**src/rtl/fpnew_rounding_arbiter_pkg.sv**
```systemverilog
// Shared FP rounding types: rounding-mode encoding and a legality helper used by
// every op group that forwards a caller-supplied rounding mode.
package fpnew_rounding_arbiter_pkg;

    localparam int unsigned RND_MODE_W = 3;

    typedef enum logic [RND_MODE_W-1:0] {
        RNE = 3'b000,
        RTZ = 3'b001,
        RDN = 3'b010,
        RUP = 3'b011,
        RMM = 3'b100,
        ROD = 3'b101,
        DYN = 3'b111
    } roundmode_e;

    // One bit per encoding; set where the mode is a concrete rounding direction.
    localparam logic [7:0] RND_MODE_VALID = 8'b0011_1111;

    function automatic logic is_valid_rnd_mode(input roundmode_e mode);
        return RND_MODE_VALID[mode];
    endfunction

endpackage

```
**src/rtl/fpnew_rounding_arbiter_rounding.sv**
```systemverilog
// fpnew_rounding: rounds an unrounded magnitude using round/sticky bits and a
// rounding mode; also produces the exact-zero flag and the signed-zero fix-up.
module fpnew_rounding
    import fpnew_rounding_arbiter_pkg::*;
#(
    parameter int unsigned AbsWidth = 31
) (
    input  logic [AbsWidth-1:0] abs_value_i,
    input  logic                sign_i,
    input  logic [1:0]          round_sticky_bits_i,
    input  roundmode_e          rnd_mode_i,
    input  logic                effective_subtraction_i,
    output logic [AbsWidth-1:0] abs_rounded_o,
    output logic                sign_o,
    output logic                exact_zero_o
);

    logic round_up;

    // Round-up decision per mode; unknown modes never round so the output stays defined.
    always_comb begin
        round_up = 1'b0;
        case (rnd_mode_i)
            RNE: begin
                case (round_sticky_bits_i)
                    2'b00, 2'b01: round_up = 1'b0;
                    2'b10:        round_up = abs_value_i[0];
                    2'b11:        round_up = 1'b1;
                endcase
            end
            RTZ:     round_up = 1'b0;
            RDN:     round_up = (|round_sticky_bits_i) ? sign_i : 1'b0;
            RUP:     round_up = (|round_sticky_bits_i) ? ~sign_i : 1'b0;
            RMM:     round_up = round_sticky_bits_i[1];
            ROD:     round_up = ~abs_value_i[0] & (|round_sticky_bits_i);
            default: round_up = 1'b0;
        endcase
    end

    assign abs_rounded_o = abs_value_i + AbsWidth'(round_up);
    assign exact_zero_o  = (abs_value_i == '0) && (round_sticky_bits_i == 2'b00);
    // An exact zero from x - x is -0 only when rounding down.
    assign sign_o        = (exact_zero_o && effective_subtraction_i) ? (rnd_mode_i == RDN) : sign_i;

endmodule

```
**src/rtl/fpnew_rounding_arbiter.sv**
```systemverilog
// fpnew_rounding_arbiter: round-robin sharing of one fpnew_rounding instance
// between NumReq requesters, results tagged with requester index and caller tag.
// Optional macro FPNEW_RND_ARB_OUT_REG_EN adds a registered output stage (latency 2).
module fpnew_rounding_arbiter
    import fpnew_rounding_arbiter_pkg::*;
#(
    parameter  int unsigned NumReq   = 4,
    parameter  int unsigned AbsWidth = 31,
    parameter  int unsigned TagWidth = 4,
    localparam int unsigned IdxW     = (NumReq > 1) ? $clog2(NumReq) : 1
) (
    input  logic                         clk_i,
    input  logic                         rst_ni,
    input  logic                         flush_i,
    input  logic [NumReq-1:0]            req_valid_i,
    output logic [NumReq-1:0]            req_ready_o,
    input  logic [NumReq*AbsWidth-1:0]   req_abs_i,
    input  logic [NumReq-1:0]            req_sign_i,
    input  logic [NumReq*2-1:0]          req_rs_i,
    input  logic [NumReq*3-1:0]          req_rnd_mode_i,
    input  logic [NumReq-1:0]            req_eff_sub_i,
    input  logic [NumReq*TagWidth-1:0]   req_tag_i,
    output logic                         out_valid_o,
    input  logic                         out_ready_i,
    output logic [AbsWidth-1:0]          out_abs_o,
    output logic                         out_sign_o,
    output logic                         out_exact_zero_o,
    output logic                         out_inexact_o,
    output logic                         out_bad_mode_o,
    output logic [IdxW-1:0]              out_idx_o,
    output logic [TagWidth-1:0]          out_tag_o
);

    if (NumReq < 2) begin : g_numreq_check
        $error("fpnew_rounding_arbiter: NumReq must be at least 2");
    end

    typedef struct packed {
        logic [AbsWidth-1:0] abs;
        logic                sign;
        logic [1:0]          rs;
        roundmode_e          mode;
        logic                bad_mode;
        logic                eff_sub;
        logic [IdxW-1:0]     idx;
        logic [TagWidth-1:0] tag;
    } s1_t;

    typedef struct packed {
        logic [AbsWidth-1:0] abs;
        logic                sign;
        logic                exact_zero;
        logic                inexact;
        logic                bad_mode;
        logic [IdxW-1:0]     idx;
        logic [TagWidth-1:0] tag;
    } res_t;

    logic [AbsWidth-1:0] abs_arr  [NumReq];
    logic [1:0]          rs_arr   [NumReq];
    logic [2:0]          mode_arr [NumReq];
    logic [TagWidth-1:0] tag_arr  [NumReq];

    logic [IdxW-1:0] ptr_q;
    logic [IdxW-1:0] gnt_idx;
    logic            gnt_valid;
    int unsigned     cand;
    logic            s1_ready;
    logic            hs;
    logic            s1_valid_q;
    s1_t             s1_q;
    s1_t             s1_d;
    res_t            res_c;
    res_t            out_c;
    logic            out_valid_c;
    logic [AbsWidth-1:0] rnd_abs;
    logic            rnd_sign;
    logic            rnd_zero;

    // Unpack the flat request buses into per-requester views.
    for (genvar i = 0; i < NumReq; i++) begin : g_unpack
        assign abs_arr[i]  = req_abs_i[i*AbsWidth +: AbsWidth];
        assign rs_arr[i]   = req_rs_i[i*2 +: 2];
        assign mode_arr[i] = req_rnd_mode_i[i*3 +: 3];
        assign tag_arr[i]  = req_tag_i[i*TagWidth +: TagWidth];
    end

    // Rotate-priority encoder: first valid requester at or after ptr_q, with wrap.
    always_comb begin
        gnt_valid = 1'b0;
        gnt_idx   = ptr_q;
        cand      = 0;
        for (int unsigned i = 0; i < NumReq; i++) begin
            cand = (32'(ptr_q) + i) % NumReq;
            if (!gnt_valid && req_valid_i[IdxW'(cand)]) begin
                gnt_valid = 1'b1;
                gnt_idx   = IdxW'(cand);
            end
        end
    end

    assign hs = rst_ni & ~flush_i & gnt_valid & s1_ready;

    // Ready only to the granted requester; suppressed during reset and flush.
    always_comb begin
        req_ready_o = '0;
        if (hs) begin
            req_ready_o[gnt_idx] = 1'b1;
        end
    end

    // Capture the granted request; illegal rounding modes fall back to RNE.
    always_comb begin
        s1_d          = '0;
        s1_d.abs      = abs_arr[gnt_idx];
        s1_d.sign     = req_sign_i[gnt_idx];
        s1_d.rs       = rs_arr[gnt_idx];
        s1_d.bad_mode = ~is_valid_rnd_mode(roundmode_e'(mode_arr[gnt_idx]));
        s1_d.mode     = s1_d.bad_mode ? RNE : roundmode_e'(mode_arr[gnt_idx]);
        s1_d.eff_sub  = req_eff_sub_i[gnt_idx];
        s1_d.idx      = gnt_idx;
        s1_d.tag      = tag_arr[gnt_idx];
    end

    // Round-robin pointer advances past the winner on each accepted request.
    always_ff @(posedge clk_i) begin
        if (!rst_ni) begin
            ptr_q <= '0;
        end else if (hs) begin
            ptr_q <= (32'(gnt_idx) == NumReq - 1) ? '0 : gnt_idx + IdxW'(1);
        end
    end

    // Stage S1: request register feeding the shared rounder.
    always_ff @(posedge clk_i) begin
        if (!rst_ni) begin
            s1_valid_q <= 1'b0;
            s1_q       <= '0;
        end else if (flush_i) begin
            s1_valid_q <= 1'b0;
        end else if (s1_ready) begin
            s1_valid_q <= hs;
            if (hs) begin
                s1_q <= s1_d;
            end
        end
    end

    fpnew_rounding #(
        .AbsWidth (AbsWidth)
    ) i_rounding (
        .abs_value_i             (s1_q.abs),
        .sign_i                  (s1_q.sign),
        .round_sticky_bits_i     (s1_q.rs),
        .rnd_mode_i              (s1_q.mode),
        .effective_subtraction_i (s1_q.eff_sub),
        .abs_rounded_o           (rnd_abs),
        .sign_o                  (rnd_sign),
        .exact_zero_o            (rnd_zero)
    );

    // Rounded result of the S1 entry.
    always_comb begin
        res_c            = '0;
        res_c.abs        = rnd_abs;
        res_c.sign       = rnd_sign;
        res_c.exact_zero = rnd_zero;
        res_c.inexact    = |s1_q.rs;
        res_c.bad_mode   = s1_q.bad_mode;
        res_c.idx        = s1_q.idx;
        res_c.tag        = s1_q.tag;
    end

`ifdef FPNEW_RND_ARB_OUT_REG_EN
    logic s2_valid_q;
    res_t s2_q;
    logic s2_ready;

    assign s2_ready = ~s2_valid_q | out_ready_i;
    assign s1_ready = ~s1_valid_q | s2_ready;

    // Stage S2: registered rounder result.
    always_ff @(posedge clk_i) begin
        if (!rst_ni) begin
            s2_valid_q <= 1'b0;
            s2_q       <= '0;
        end else if (flush_i) begin
            s2_valid_q <= 1'b0;
        end else if (s2_ready) begin
            s2_valid_q <= s1_valid_q;
            if (s1_valid_q) begin
                s2_q <= res_c;
            end
        end
    end

    assign out_valid_c = s2_valid_q;
    assign out_c       = s2_valid_q ? s2_q : '0;
`else
    assign s1_ready    = ~s1_valid_q | out_ready_i;
    assign out_valid_c = s1_valid_q;
    assign out_c       = s1_valid_q ? res_c : '0;
`endif

    assign out_valid_o      = out_valid_c;
    assign out_abs_o        = out_c.abs;
    assign out_sign_o       = out_c.sign;
    assign out_exact_zero_o = out_c.exact_zero;
    assign out_inexact_o    = out_c.inexact;
    assign out_bad_mode_o   = out_c.bad_mode;
    assign out_idx_o        = out_c.idx;
    assign out_tag_o        = out_c.tag;

endmodule
```
**config.mk**
```make
export PLATFORM = sky130hd
export DESIGN_NAME = fpnew_rounding_arbiter
export DESIGN_NICKNAME = d
export VERILOG_FILES = /design/src/rtl/fpnew_rounding_arbiter_pkg.sv /design/src/rtl/fpnew_rounding_arbiter_rounding.sv /design/src/rtl/fpnew_rounding_arbiter.sv
export SDC_FILE = /design/constraint.sdc
export NUM_CORES = 1
export LEC_CHECK = 0
export ABC_AREA = 1
export BUFFER_PORTS_ARGS = -buffer_cell sky130_fd_sc_hd__buf_2
export CORE_MARGIN = 2
export CORE_UTILIZATION = 35
export DETAILED_ROUTE_END_ITERATION = 10
export GPL_TIMING_DRIVEN = 0
export HOLD_SLACK_MARGIN = 0.15
export PLACE_DENSITY = 0.68
export SYNTH_ARGS = -nofsm -noshare
export SYNTH_HDL_FRONTEND = slang
export SYNTH_SLANG_ARGS = --single-unit
```
**constraint.sdc**
```tcl
create_clock -name clk_i -period 4.38 [get_ports clk_i]
set_input_delay 0.876 -clock clk_i [delete_from_list [all_inputs] [get_ports clk_i]]
set_output_delay 0.876 -clock clk_i [all_outputs]
set_load 0.01 [all_outputs]
```
### Word-level counts from Yosys, hierarchy flattened

Memories as Yosys holds them, arrays and structs flattened.
Cells that the tools add are included.

| storage, ports and cells | value |
|---|---|
| bits in registers | 48 |
| latch bits | 0 |
| bits in writable memories | 0 |
| memory bits (read-only) | 8 |
| input bits | 176 |
| output and inout port bits | 46 |
| word-level logic and storage cells | 103 |
| memories | 1 |

Memories:

| memory | depth | width | read ports | clocked after Yosys merged registers in | write ports | RTL line | RTL |
|---|---|---|---|---|---|---|---|
| (no name shown) | 8 | 1 | 1 | 0 | 0 | fpnew_rounding_arbiter_pkg.sv:21 | `return RND_MODE_VALID[mode];` |

| cells by class | value |
|---|---|
| add/subtract/negate cells | 5 |
| multipliers | 0 |
| div/mod/pow operators | 0 |
| magnitude comparators | 8 |
| equal/unequal tests | 8 |
| shift operators | 0 |
| muxes and demuxes | 43 |
| bitwise logic cells | 12 |
| reduce and logical (&&, ||, !) cells | 16 |

Operators by type and width:

| cell | number |
|---|---|
| 31-bit binary-select mux with 2-bit select | 1 |
| 31-bit two-way mux | 2 |
| 41-bit two-way mux | 1 |
| 31-bit by 1-bit adder with 31-bit output | 1 |
| 31-bit logical NOT | 1 |
| 2-bit by 3-bit less-than comparator with 1-bit output (second input constant) | 5 |
| 1-bit two-way mux | 15 |
| 1-bit binary-select mux with 2-bit select | 6 |
| 2-bit two-way mux | 6 |
| 4-bit two-way mux | 3 |
| 3-bit two-way mux | 3 |
| 4-bit binary-select mux with 2-bit select | 1 |
| 3-bit binary-select mux with 2-bit select | 1 |
| 2-bit equality test (second input constant) | 3 |
| 3-bit by 2-bit equality test with 1-bit output (second input constant) | 2 |
| 3-bit equality test (second input constant) | 2 |
| 1-bit logical AND | 6 |
| 1-bit NOT | 6 |
| 2-bit OR reduction | 3 |
| 1-bit one-hot mux with 5 select lines | 1 |
| 2-bit by 1-bit adder with 2-bit output (second input constant) | 2 |
| 2-bit adder (second input constant) | 2 |
| 1-bit AND | 4 |
| 2-bit binary-select mux with 2-bit select | 1 |
| 12 further kinds | 14 |

### Longest topological paths before layout

Gate-level depths: netlist of run 1.

| logic depth | value |
|---|---|
| depth after elaboration | 19 |
| gate-level depth with buffers | 23 |
| gate-level depth less buffers | 23 |

### Cells and area by module

From an unflattened synthesis of run 1, not the netlist that was laid out.

| second synthesis, totals | value |
|---|---|
| cell total of the unflattened synthesis | 1006 |
| area, all modules | 5305.1 um^2 |

Modules (own cells, without submodules):

| module | times used | cells an instance | area each (um^2) |
|---|---|---|---|
| fpnew_rounding_arbiter | 1 | 775 | 4201.5 |
| fpnew_rounding | 1 | 231 | 1103.6 |

### Worst setup path before layout of run 1

OpenSTA, ideal clock, no wires.

| timing path | value |
|---|---|
| path kind | register to output |
| start | reg s1_q[9] in the netlist's numbering |
| end | out out_abs_o[26] |
| data arrival time | 2524 ps |
| slack | 980 ps |
| cell stages (with the launch flop) | 23 |
| cell sequence | dfxtp_1 -> nand2_1 -> nor2_1 -> nand2_1 -> nand2_1 -> o21ai_0 -> o41ai_1 -> ha_1 -> ha_1 -> nand3_1 -> nor2_2 -> nand2_1 -> nor2_1 -> nand2_1 -> inv_1 -> nand3_1 -> nor2_1 -> nand2_1 -> nor2_2 -> nand2_1 -> clkinv_1 -> o21ai_0 -> a21oi_1 |

| on the way | value |
|---|---|
| cells in the longest elaborated chain, start to end | 4 |
| elaborated cells on any way between the ends | 8 |
| those cells by class | add/sub (1); eq/ne (4); mux (2); reduce/logical (1) |

Ends and longest elaborated chain:

| item | RTL line | RTL |
|---|---|---|
| start, declared | fpnew_rounding_arbiter.sv:71 | `s1_t s1_q;` |
| start signal, assigned | fpnew_rounding_arbiter.sv:138 | `s1_q <= '0;` |
| start signal, assigned | fpnew_rounding_arbiter.sv:144 | `s1_q <= s1_d;` |
| 3-bit equality test, or another cell as far along | fpnew_rounding_arbiter_rounding.sv:23 | `case (rnd_mode_i)` |
| 1-bit one-hot mux with 5 select lines * | fpnew_rounding_arbiter_rounding.sv:23 |  |
| 31-bit by 1-bit adder with 31-bit output * | fpnew_rounding_arbiter_rounding.sv:40 | `assign abs_rounded_o = abs_value_i + AbsWidth'(round_up);` |
| 41-bit two-way mux * | fpnew_rounding_arbiter.sv:202 | `assign out_c = s1_valid_q ? res_c : '0;` |
| end, declared | fpnew_rounding_arbiter.sv:25 | `output logic [AbsWidth-1:0] out_abs_o,` |

Every way passes the cells marked *; elsewhere a longest branch is shown, timed or not.

### Final worst setup path of run 1

| timing path | value |
|---|---|
| start | reg s1_q[10] in the netlist's numbering |
| end | out out_abs_o[26] |

The elaborated chain is that of the path after synthesis.

==> flow_metrics.env, run 1 <==
export IMPL_ios=222
export IMPL_antenna_found_initial=0
export IMPL_final_period_utilization=0.922
export IMPL_drv_slew=0
export IMPL_syn_area_um2=4870
export IMPL_clock_fmax_ghz=0.248
export IMPL_synth_fa_ha_area_frac=0.0180
export IMPL_die_w_um=122
export IMPL_period_needed_ns=4.04
export IMPL_port_buffers=221
export IMPL_p_clk_frac=0.183
export IMPL_min_path_type="flip-flop to flip-flop"
export IMPL_final_nets=1311
export IMPL_sequentialPowerShare=0.247
export IMPL_fp_row_count=43
export IMPL_netSwitchingFraction=0.482
export IMPL_cp_max_fo=4
export IMPL_async_flop_share=0
export IMPL_synth_xor_xnor_area_share=0.00720
export IMPL_synth_compound_area_share=0.190
export IMPL_synth_top_family_by_area="simple AND/OR/NAND/NOR gates"
export IMPL_synth_fp_nets=1081
export IMPL_endpoint_kind="primary output"
export IMPL_cts_sinks=48
export IMPL_final_layout_size_suffix_gt1_frac=0.271
export IMPL_worstSetupPathType="flip-flop to primary output"
export IMPL_dp_worst_setup_slack_ns=0.539
export IMPL_vias_per_cell=4.80
export IMPL_dieArea_um2=14900
export IMPL_setup_tns_ns=0
export IMPL_synth_area_leader_cell="dfxtp_1"
export IMPL_htree_levels=2
export IMPL_initial_core_util=0.355
export IMPL_skew_ns=0.00880
export IMPL_synth_most_common_cell="nand2_1"
export IMPL_synth_seq_area_share=0.197
export IMPL_rrSetupSlack_ns=1.82
export IMPL_drtPass1Iterations=4
export IMPL_crit_slowest_cell="dfxtp_1"
export IMPL_ys_ff_latch=48
export IMPL_max_stage_delay_ns=0.33
export IMPL_grt_pass1_vias=5804
export IMPL_drv_cap=0
export IMPL_grt_max_degree=17
export IMPL_path_common_cell="nand2_1"
export IMPL_synth_common_cells="nand2_1, inv_1, nor2_1"
export IMPL_final_antenna_net_count=0
export IMPL_syn_to_final_growth_pct=31.6
export IMPL_synth_simple_area_share=0.424
export IMPL_hold_violations=0
export IMPL_die_h_um=122
export IMPL_drt_iter0_drc=410
export IMPL_muxShareOfSynthArea=0
export IMPL_p_comb_frac=0.570
export IMPL_grt_pass1_wl_um=29300
export IMPL_p_per_area_nw_per_um2=338
export IMPL_ctsHoldBuffers=0
export IMPL_layout_setup_ws_ns=0.344
export IMPL_critPathLaunchType="flip-flop"
export IMPL_synth_area_top_cells="dfxtp_1, nand2_1, inv_1"
export IMPL_syn_inst=898
export IMPL_n_antenna_cell=0
export IMPL_max_slew_margin=0.573
export IMPL_cts_tree="yes"
export IMPL_tightest_slew_ns=0.641
export IMPL_synth_edff_count=0
export IMPL_yosys_warnings=0
export IMPL_track_usage=0.251
export IMPL_core_um2=13700
export IMPL_internal_power_mw=1.12
export IMPL_syn_avg_cell_area_um2=5.42
export IMPL_globalplace_congestion=0.954
export IMPL_synth_top_cell_area_share=0.197
export IMPL_drc=0
export IMPL_cts_root_buffer="clkbuf_16"
export IMPL_p_leak_nw=3.61
export IMPL_synthFlopType="dfxtp_1"
export IMPL_numCtsBuffers=5
export IMPL_status="finished, final reports clean"
export IMPL_grt_remaining_overflow=0
export IMPL_clock_latency_ns=0.30
export IMPL_setup_violations=0
export IMPL_hpwl_um=15600
export IMPL_p_switching_mw=1.05
export IMPL_crit_chain="inv_1 > nand2_1 > nor2_1 > nand2_1 > nand2_1 > o21ai_0 > o41ai_1 > ha_2 > ha_1 > nand3_2 > nor2_4 > nand2_1 > nor2_2 > nand2_1 > inv_1 > nand3_2 > nor2_2 > nand2_2 > nor2_4 > nand2_1 > clkinv_1 > o21ai_0 > a21oi_1 > buf_2"
export IMPL_dr_total_vias=6281
export IMPL_routed_wl_um=19100
export IMPL_wire_per_inst_um=14.6
export IMPL_peakVddDrop_mv=0.160
export IMPL_clockBufferDepth=2
export IMPL_arrival_ns=3.16
export IMPL_post_synth_num_cell_types=35
export IMPL_path_clk_slew_ns=0.08
export IMPL_worstPathRequired_ns=3.50
-- final timing paths --
path | from | endpoint | cells after the start
max reg2reg | out_valid_o | s1_q[25] | 11
max | s1_q[10] | out_abs_o[26] | 24
min | res_c[4] | res_c[4] | 2
min reg2reg | res_c[4] | res_c[4] | 2
-- worst max-delay path: cells and delay by family, from the launching register on --
family,cells,cell delay [ns]
and+or+nand+nor,14,1.32
adders and majority gates,2,0.42
AOI/OAI and AO/OA,4,0.40
buffers and inverters,4,0.39
DFF,1,0.33
-- flip-flops by register name, indices dropped and copies added, names as in the netlist --
| register | cells |
|---|---|
| s1_q | 38 |
| res_c | 7 |
| ptr_q | 2 |
| out_valid_o | 1 |
-- logic make-up after synthesis --
family,after synthesis
buffers and inverters,181
adders and majority gates,7
DFF,48
AOI/OAI and AO/OA,182
xor gates and xnor gates,4
and+or+nand+nor,476
-- area by class of cell --
class / count / area (um2)
clock inverter: 3 / 23.8
inverter: 136 / 515
multi-input combinational: 669 / 3160
clock buffer: 5 / 125
timing repair buffer: 223 / 1120
fill: 1583 / 7310
buffer: 45 / 278
sequential: 48 / 962
tap: 180 / 225
-- power by group through the flow --
stage               Sequential [mW]  Clock [mW]  Combinational (mW)
detailed placement            0.543           0                1.23
CTS                           0.533       0.396                1.23
floorplan                     0.527           0               0.830
global route                  0.541       0.413                1.39
global placement              0.542           0                1.22
finish                        0.536       0.397                1.23
-- cell usage in the layout (no fill, tap or decap), types with 2 or more instances in the layout --
cell        Yosys  final
a211oi_1        3      3
a21oi_1        53     53
buf_1           3      3
buf_2           9    230
buf_4           7      9
buf_6           8      8
clkbuf_1       17     17
clkbuf_16       0      5
clkinvlp_4      0      2
dfxtp_1        48     47
ha_1            7      6
inv_1         130    130
inv_2           3      3
inv_4           2      2
nand2_1       251    250
nand2_2        14     15
nand2_4         4      4
nand3_1        41     39
nand3_2         1      3
nand4_1        13     13
nand4_4         2      2
nor2_1        107    104
nor2_2         12     13
nor2_4          1      3
nor3_1         19     18
nor4_1          9      8
o21ai_0        38     38
o21ai_1        85     85
xor2_1          3      3
-- per-stage QoR --
step	util	hold slack [ns]	std cells	cell area (um2)	power, mW
global placement	0.452	0.474	1299	6200	1.76
detailed placement	0.452	0.483	1299	6200	1.77
CTS	0.463	0.502	1307	6350	2.16
global route	0.467	0.514	1309	6410	2.34
floorplan	-	0.457	898	4870	1.36
finish	0.467	0.500	1309	6410	2.17
-- timing repair --
item,4_1_cts,5_1_grt
endpoints found under the setup margin,0,5
setup buffers,0,2
gates resized for setup,0,12
-- layer usage --
metal  part of all wire  track usage
met4              0.019       0.0618
met1               0.46        0.331
met5                  0            0
met3              0.061       0.0389
met2               0.46        0.428
No activity file was read; power rests on OpenSTA's default activity.
==> run 2: changes to the inputs <==
--- a/config.mk
+++ b/config.mk
@@ -7,6 +7,7 @@
 export LEC_CHECK = 0
 export ABC_AREA = 1
 export BUFFER_PORTS_ARGS = -buffer_cell sky130_fd_sc_hd__buf_2
+export CORE_ASPECT_RATIO = 1.2
 export CORE_MARGIN = 2
 export CORE_UTILIZATION = 35
 export DETAILED_ROUTE_END_ITERATION = 10
==> run 2 against run 1 <==
Critical path depth is 4 lower. Sequential power about the same. Die area about the same. Combinational power is essentially flat. Hold slack lost 0.0091 ns. Critical endpoint is now out_abs_o[25]. Critical path type unchanged. Via count increased by 1.8%. Setup slack got worse by 0.023 ns. Largest power group unchanged. Clock power shrank 6.0%. First-iteration DRC count is 2.4% higher. Total power decreased by 1.1%. Cell count is 0.76% lower.
==> flow_metrics.env, run 2 (synthesis results as in run 1) <==
export IMPL_wire_per_inst_um=14.9
export IMPL_peakVddDrop_mv=0.153
export IMPL_setup_tns_ns=0
export IMPL_grt_pass1_wl_um=29900
export IMPL_initial_core_util=0.355
export IMPL_numCtsBuffers=5
export IMPL_p_comb_frac=0.576
export IMPL_drt_iter0_drc=420
export IMPL_critPathLaunchType="flip-flop"
export IMPL_netSwitchingFraction=0.479
export IMPL_n_antenna_cell=0
export IMPL_internal_power_mw=1.12
export IMPL_fp_row_count=47
export IMPL_max_slew_margin=0.591
export IMPL_hpwl_um=16000
export IMPL_setup_violations=0
export IMPL_path_common_cell="nand2_1"
export IMPL_fillers=1573
export IMPL_die_w_um=112
export IMPL_vias_per_cell=4.92
export IMPL_grt_pass1_vias=5906
export IMPL_rrSetupSlack_ns=1.82
export IMPL_final_antenna_net_count=0
export IMPL_drc=0
export IMPL_layout_common_cells="nand2_1, buf_2, inv_1, nor2_1, o21ai_1"
export IMPL_clockBufferDepth=2
export IMPL_final_cell_area_um2=6370
export IMPL_p_clk_frac=0.174
export IMPL_drv_slew=0
export IMPL_p_per_area_nw_per_um2=336
export IMPL_largest_reg_flops=38
export IMPL_core_um2=13700
export IMPL_status="finished, final reports clean"
export IMPL_final_layout_size_suffix_gt1_frac=0.269
export IMPL_arrival_ns=3.18
export IMPL_die_h_um=133
export IMPL_ios=222
export IMPL_regArea_um2=962
export IMPL_rsz0062_at_grt="false"
export IMPL_hold_violations=0
export IMPL_regMostFlops="s1_q"
export IMPL_track_usage=0.250
export IMPL_tightest_slew_ns=0.614
export IMPL_endpoint_kind="primary output"
export IMPL_skew_ns=0.00841
export IMPL_antenna_found_initial=0
export IMPL_cts_sinks=48
export IMPL_grt_remaining_overflow=0
export IMPL_worstSetupPathType="flip-flop to primary output"
export IMPL_routed_wl_um=19300
export IMPL_final_nets=1311
export IMPL_cts_tree="yes"
export IMPL_cts_root_buffer="clkbuf_16"
export IMPL_final_period_utilization=0.927
export IMPL_globalplace_congestion=0.913
export IMPL_htree_levels=2
export IMPL_sequentialPowerShare=0.250
export IMPL_cp_max_fo=4
export IMPL_clock_latency_ns=0.29
export IMPL_worstPathRequired_ns=3.50
export IMPL_dieArea_um2=14900
export IMPL_drv_cap=0
export IMPL_crit_chain="inv_1 > nand2_1 > nor2_1 > nand2_1 > nand2_1 > o21ai_0 > o41ai_1 > ha_2 > buf_4 > nand3_1 > nor2_1 > nand3_1 > nor2_2 > inv_1 > nor4_2 > nand2_1 > inv_1 > a21oi_1 > nor3_1 > buf_2"
export IMPL_period_needed_ns=4.06
export IMPL_drtPass1Iterations=5
export IMPL_crit_slowest_cell="dfxtp_1"
export IMPL_clock_fmax_ghz=0.246
export IMPL_grt_max_degree=15
export IMPL_path_clk_slew_ns=0.07
export IMPL_min_path_type="flip-flop to flip-flop"
export IMPL_max_stage_delay_ns=0.32
export IMPL_mostFrequentLayoutCell="nand2_1"
export IMPL_crit_family="simple AND/OR/NAND/NOR gates"
export IMPL_ctsHoldBuffers=0
export IMPL_p_leak_nw=3.61
export IMPL_syn_to_final_growth_pct=30.9
export IMPL_dr_total_vias=6396
export IMPL_p_switching_mw=1.03
export IMPL_port_buffers=221
export IMPL_critPathBufInv=5
export IMPL_multi_input_area_um2=3150
export IMPL_placed_area_um2=6190
run 2: cell types whose count changed in the layout (fill, tap and decap cells not counted):
cell | before | now
nand2_1 | 250 | 251
nor2_4 | 3 | 2
clkinvlp_4 | 2 | 1
nand2_2 | 15 | 14
nand3_2 | 3 | 2
clkinv_4 | 1 | 0
nor2_2 | 13 | 14
clkinv_2 | 0 | 1
nand3_1 | 39 | 40
run 2: metrics by stage:
stage	hold slack, ns	std cells	utilization	power (mW)	worst slack, ns
2_1_floorplan	0.457	898	-	1.36	0.980
3_3_place_gp	0.480	1290	0.452	1.76	0.571
3_5_place_dp	0.490	1290	0.452	1.77	0.499
4_1_cts	0.505	1297	0.462	2.14	0.168
5_1_grt	0.528	1299	0.465	2.32	0.00874
6_report	0.491	1299	0.465	2.14	0.321
run 2: area by class of cell:
| class | count | area share |
|---|---|---|
| Sequential cell | 48 | 0.151 |
| Multi-Input combinational cell | 669 | 0.494 |
| Buffer | 45 | 0.0436 |
| Clock inverter | 2 | 0.00196 |
| Tap cell | 171 | 0.0336 |
| Clock buffer | 5 | 0.0196 |
| Timing Repair Buffer | 223 | 0.176 |
| Inverter | 136 | 0.0809 |
run 2: final timing paths:
check	startpoint	endpoint	cells past startpoint
worst min-delay path	s1_q[9]	s1_q[9]	2
worst min register to register	s1_q[9]	s1_q[9]	2
worst max register to register	out_valid_o	s1_q[34]	11
worst max-delay path	s1_q[10]	out_abs_o[25]	20
run 2: power by group through the flow:
stage / Combinational [mW] / Clock, mW / Sequential (mW)
3_5_place_dp: 1.23 / 0 / 0.542
5_1_grt: 1.39 / 0.395 / 0.541
3_3_place_gp: 1.22 / 0 / 0.541
6_report: 1.24 / 0.373 / 0.536
2_1_floorplan: 0.830 / 0 / 0.527
4_1_cts: 1.23 / 0.377 / 0.532
run 2: worst reg2reg max path: cells and delay by family (launching register included):
family	cells	cell delay [ns]
buffers and inverters	6	1.43
AND/OR/NAND/NOR	5	0.72
flip-flops	1	0.32
run 2: per-layer routing:
| layer | vias up | global-route usage | wire length (um) |
|---|---|---|---|
| met4 | 0 | 0.0947 | 681 |
| met1 | 2829 | 0.304 | 8020 |
| met3 | 47 | 0.0391 | 1110 |
| met2 | 226 | 0.444 | 9480 |
| met5 | - | 0 | 0 |
| li1 | 3294 | - | - |
run 2: timing repair:
action | CTS | global route
gates resized for setup | 0 | 9
setup endpoints to repair | 0 | 6
hold endpoints to repair | 0 | 0
setup buffers | 0 | 2
==> run 3: changes to the inputs <==
--- a/config.mk
+++ b/config.mk
@@ -6,14 +6,14 @@
 export NUM_CORES = 1
 export LEC_CHECK = 0
 export ABC_AREA = 1
-export BUFFER_PORTS_ARGS = -buffer_cell sky130_fd_sc_hd__buf_2
 export CORE_ASPECT_RATIO = 1.2
 export CORE_MARGIN = 2
 export CORE_UTILIZATION = 35
 export DETAILED_ROUTE_END_ITERATION = 10
+export DONT_BUFFER_PORTS = 1
 export GPL_TIMING_DRIVEN = 0
 export HOLD_SLACK_MARGIN = 0.15
-export PLACE_DENSITY = 0.68
+export PLACE_DENSITY = 0.54
 export SYNTH_ARGS = -nofsm -noshare
 export SYNTH_HDL_FRONTEND = slang
 export SYNTH_SLANG_ARGS = --single-unit
==> run 3 against run 2 <==
Sequential power hardly changed. Count of clock-buffer cells in the layout is 1 higher. Via count down 14%. Cell count down 17%. Non-clock buffer count down 222. Fmax up 0.59%. Global-route usage fell by 0.32 points. Setup slack better by 0.024 ns. Total power increased by 0.58%. Critical path type unchanged. Clock skew grew 0.0032 ns. Final area fell by 17%.
==> flow_metrics.env, run 3 (synthesis results as in run 1) <==
export IMPL_status="finished, final reports clean"
export IMPL_max_slew_margin=0.586
export IMPL_mostFrequentLayoutCell="nand2_1"
export IMPL_layout_setup_ws_ns=0.345
export IMPL_period_needed_ns=4.04
export IMPL_hold_path_startpoint="s1_q[9]"
export IMPL_grt_pass1_wl_um=28600
export IMPL_syn_to_final_growth_pct=9.10
export IMPL_drv_cap=0
export IMPL_p_per_area_nw_per_um2=406
export IMPL_track_usage=0.247
export IMPL_layout_common_cells="nand2_1, inv_1, nor2_1, o21ai_1, a21oi_1"
export IMPL_routed_wl_um=19000
export IMPL_grt_busiest_layer="met2"
export IMPL_dp_worst_setup_slack_ns=0.490
export IMPL_r2r_cells=11
export IMPL_p_leak_nw=2.69
export IMPL_setup_violations=0
export IMPL_r2r_end="s1_q[25]"
export IMPL_dieArea_um2=14900
export IMPL_vias_per_cell=5.11
export IMPL_antenna_found_initial=0
export IMPL_tightest_slew_ns=0.621
export IMPL_final_nets=1089
export IMPL_cp_max_fo=4
export IMPL_timing_rr_start="out_valid_o"
export IMPL_endpoint_kind="primary output"
export IMPL_initial_core_util=0.355
export IMPL_hpwl_um=15700
export IMPL_cts_sinks=48
export IMPL_grt_remaining_overflow=0
export IMPL_grt_pass1_vias=5209
export IMPL_drt_iter0_drc=299
export IMPL_cts_tree="yes"
export IMPL_worstSetupPathType="flip-flop to primary output"
export IMPL_ios=222
export IMPL_final_period_utilization=0.921
export IMPL_die_w_um=112
export IMPL_wire_per_inst_um=17.7
export IMPL_holdPathEnd="s1_q[9]"
export IMPL_globalplace_congestion=0.939
export IMPL_clock_fmax_ghz=0.248
export IMPL_largest_reg_flops=38
export IMPL_gr_usage_met1=0.311
export IMPL_peakVddDrop_mv=0.179
export IMPL_numCtsBuffers=5
export IMPL_rsz0062_at_grt="true"
export IMPL_skew_ns=0.0116
export IMPL_holdPathStages=2
export IMPL_arrival_ns=3.16
export IMPL_clockBufferDepth=2
export IMPL_regMostFlops="s1_q"
export IMPL_die_h_um=133
export IMPL_setup_tns_ns=0
export IMPL_total_power_mw=2.16
export IMPL_drv_slew=0
export IMPL_hold_violations=0
export IMPL_port_buffers=0
export IMPL_path_clk_slew_ns=0.07
export IMPL_drtPass1Iterations=5
export IMPL_n_antenna_cell=0
export IMPL_worstPathRequired_ns=3.50
export IMPL_grt_max_degree=16
export IMPL_final_util=0.388
export IMPL_dr_total_vias=5510
export IMPL_cts_root_buffer="clkbuf_16"
export IMPL_min_path_type="flip-flop to flip-flop"
export IMPL_critPathLaunchType="flip-flop"
export IMPL_final_layout_size_suffix_gt1_frac=0.0926
export IMPL_rrSetupSlack_ns=1.63
export IMPL_met2_usage=0.440
export IMPL_gr_usage_met3=0.0369
export IMPL_fp_row_count=47
export IMPL_htree_levels=2
export IMPL_core_um2=13700
export IMPL_clock_latency_ns=0.30
export IMPL_final_antenna_net_count=0
export IMPL_fillers=1592
export IMPL_drc=0
-- run 3: changes by cell type in the layout (fill, tap and decap cells not counted), sizes merged --
cell      before  now
clkinvlp       1    0
bufinv         0    1
buf          251   29
clkbuf        22   23
-- run 3: critical path: stages, from the launching register on --
cell,delay [ns]
dfxtp_1,0.33
inv_1,0.07
nand2_1,0.06
nor2_1,0.12
nand2_1,0.06
nand2_1,0.07
o21ai_0,0.08
o41ai_1,0.09
ha_2,0.29
ha_1,0.17
nand3_2,0.12
nor2_4,0.13
nand2_1,0.07
nor2_1,0.12
nand2_1,0.06
inv_1,0.10
nand3_2,0.11
nor2_2,0.12
nand2_1,0.09
nor2_2,0.14
nand2_1,0.07
clkinv_1,0.07
o21ai_0,0.09
a21oi_2,0.20
-- run 3: layout make-up --
type,count,area (um2),share of cell area
buffer,45,278,0.0523
clock inverter,2,38.8,0.00730
clock buffer,6,139,0.0261
tap,171,214,0.0403
inverter,136,515,0.0971
sequential,48,962,0.181
timing repair buffer,1,7.51,0.00141
multi-input combinational,669,3160,0.594
-- run 3: where the power goes --
part / total [mW] / internal (mW) / switching, mW
Clock: 0.461 / 0.286 / 0.175
Combinational: 1.16 / 0.360 / 0.800
Sequential: 0.536 / 0.486 / 0.0503
-- run 3: metal layers --
layer  routed length [um]  part of all wire  vias up
met1                 8240              0.43     2458
met4                  303             0.016        0
met5                    0                 0        -
met2                 9390              0.49      185
li1                     -                 -     2849
met3                 1110             0.058       18
-- run 3: what timing repair did --
action | 4_1_cts | 5_1_grt
setup endpoints to repair | 0 | 6
hold buffers | 0 | 0
setup buffers | 0 | 1
resized for setup | 0 | 11
-- run 3: worst max-delay path by stage --
| stage | startpoint | end |
|---|---|---|
| finish | s1_q[10] | out_abs_o[26] |
| global route | s1_q[10] | out_abs_o[26] |
| floorplan | s1_q[9] | out_abs_o[26] |
| CTS | s1_q[9] | out_abs_o[26] |
| detailed placement | s1_q[9] | out_abs_o[26] |
| global placement | s1_q[9] | out_abs_o[26] |
-- run 3: through the flow --
step | std cells | area [um2] | hold WS (ns)
floorplan | 898 | 4870 | 0.457
global placement | 1069 | 5080 | 0.492
detailed placement | 1069 | 5080 | 0.489
CTS | 1077 | 5260 | 0.504
global route | 1078 | 5310 | 0.513
finish | 1078 | 5310 | 0.497
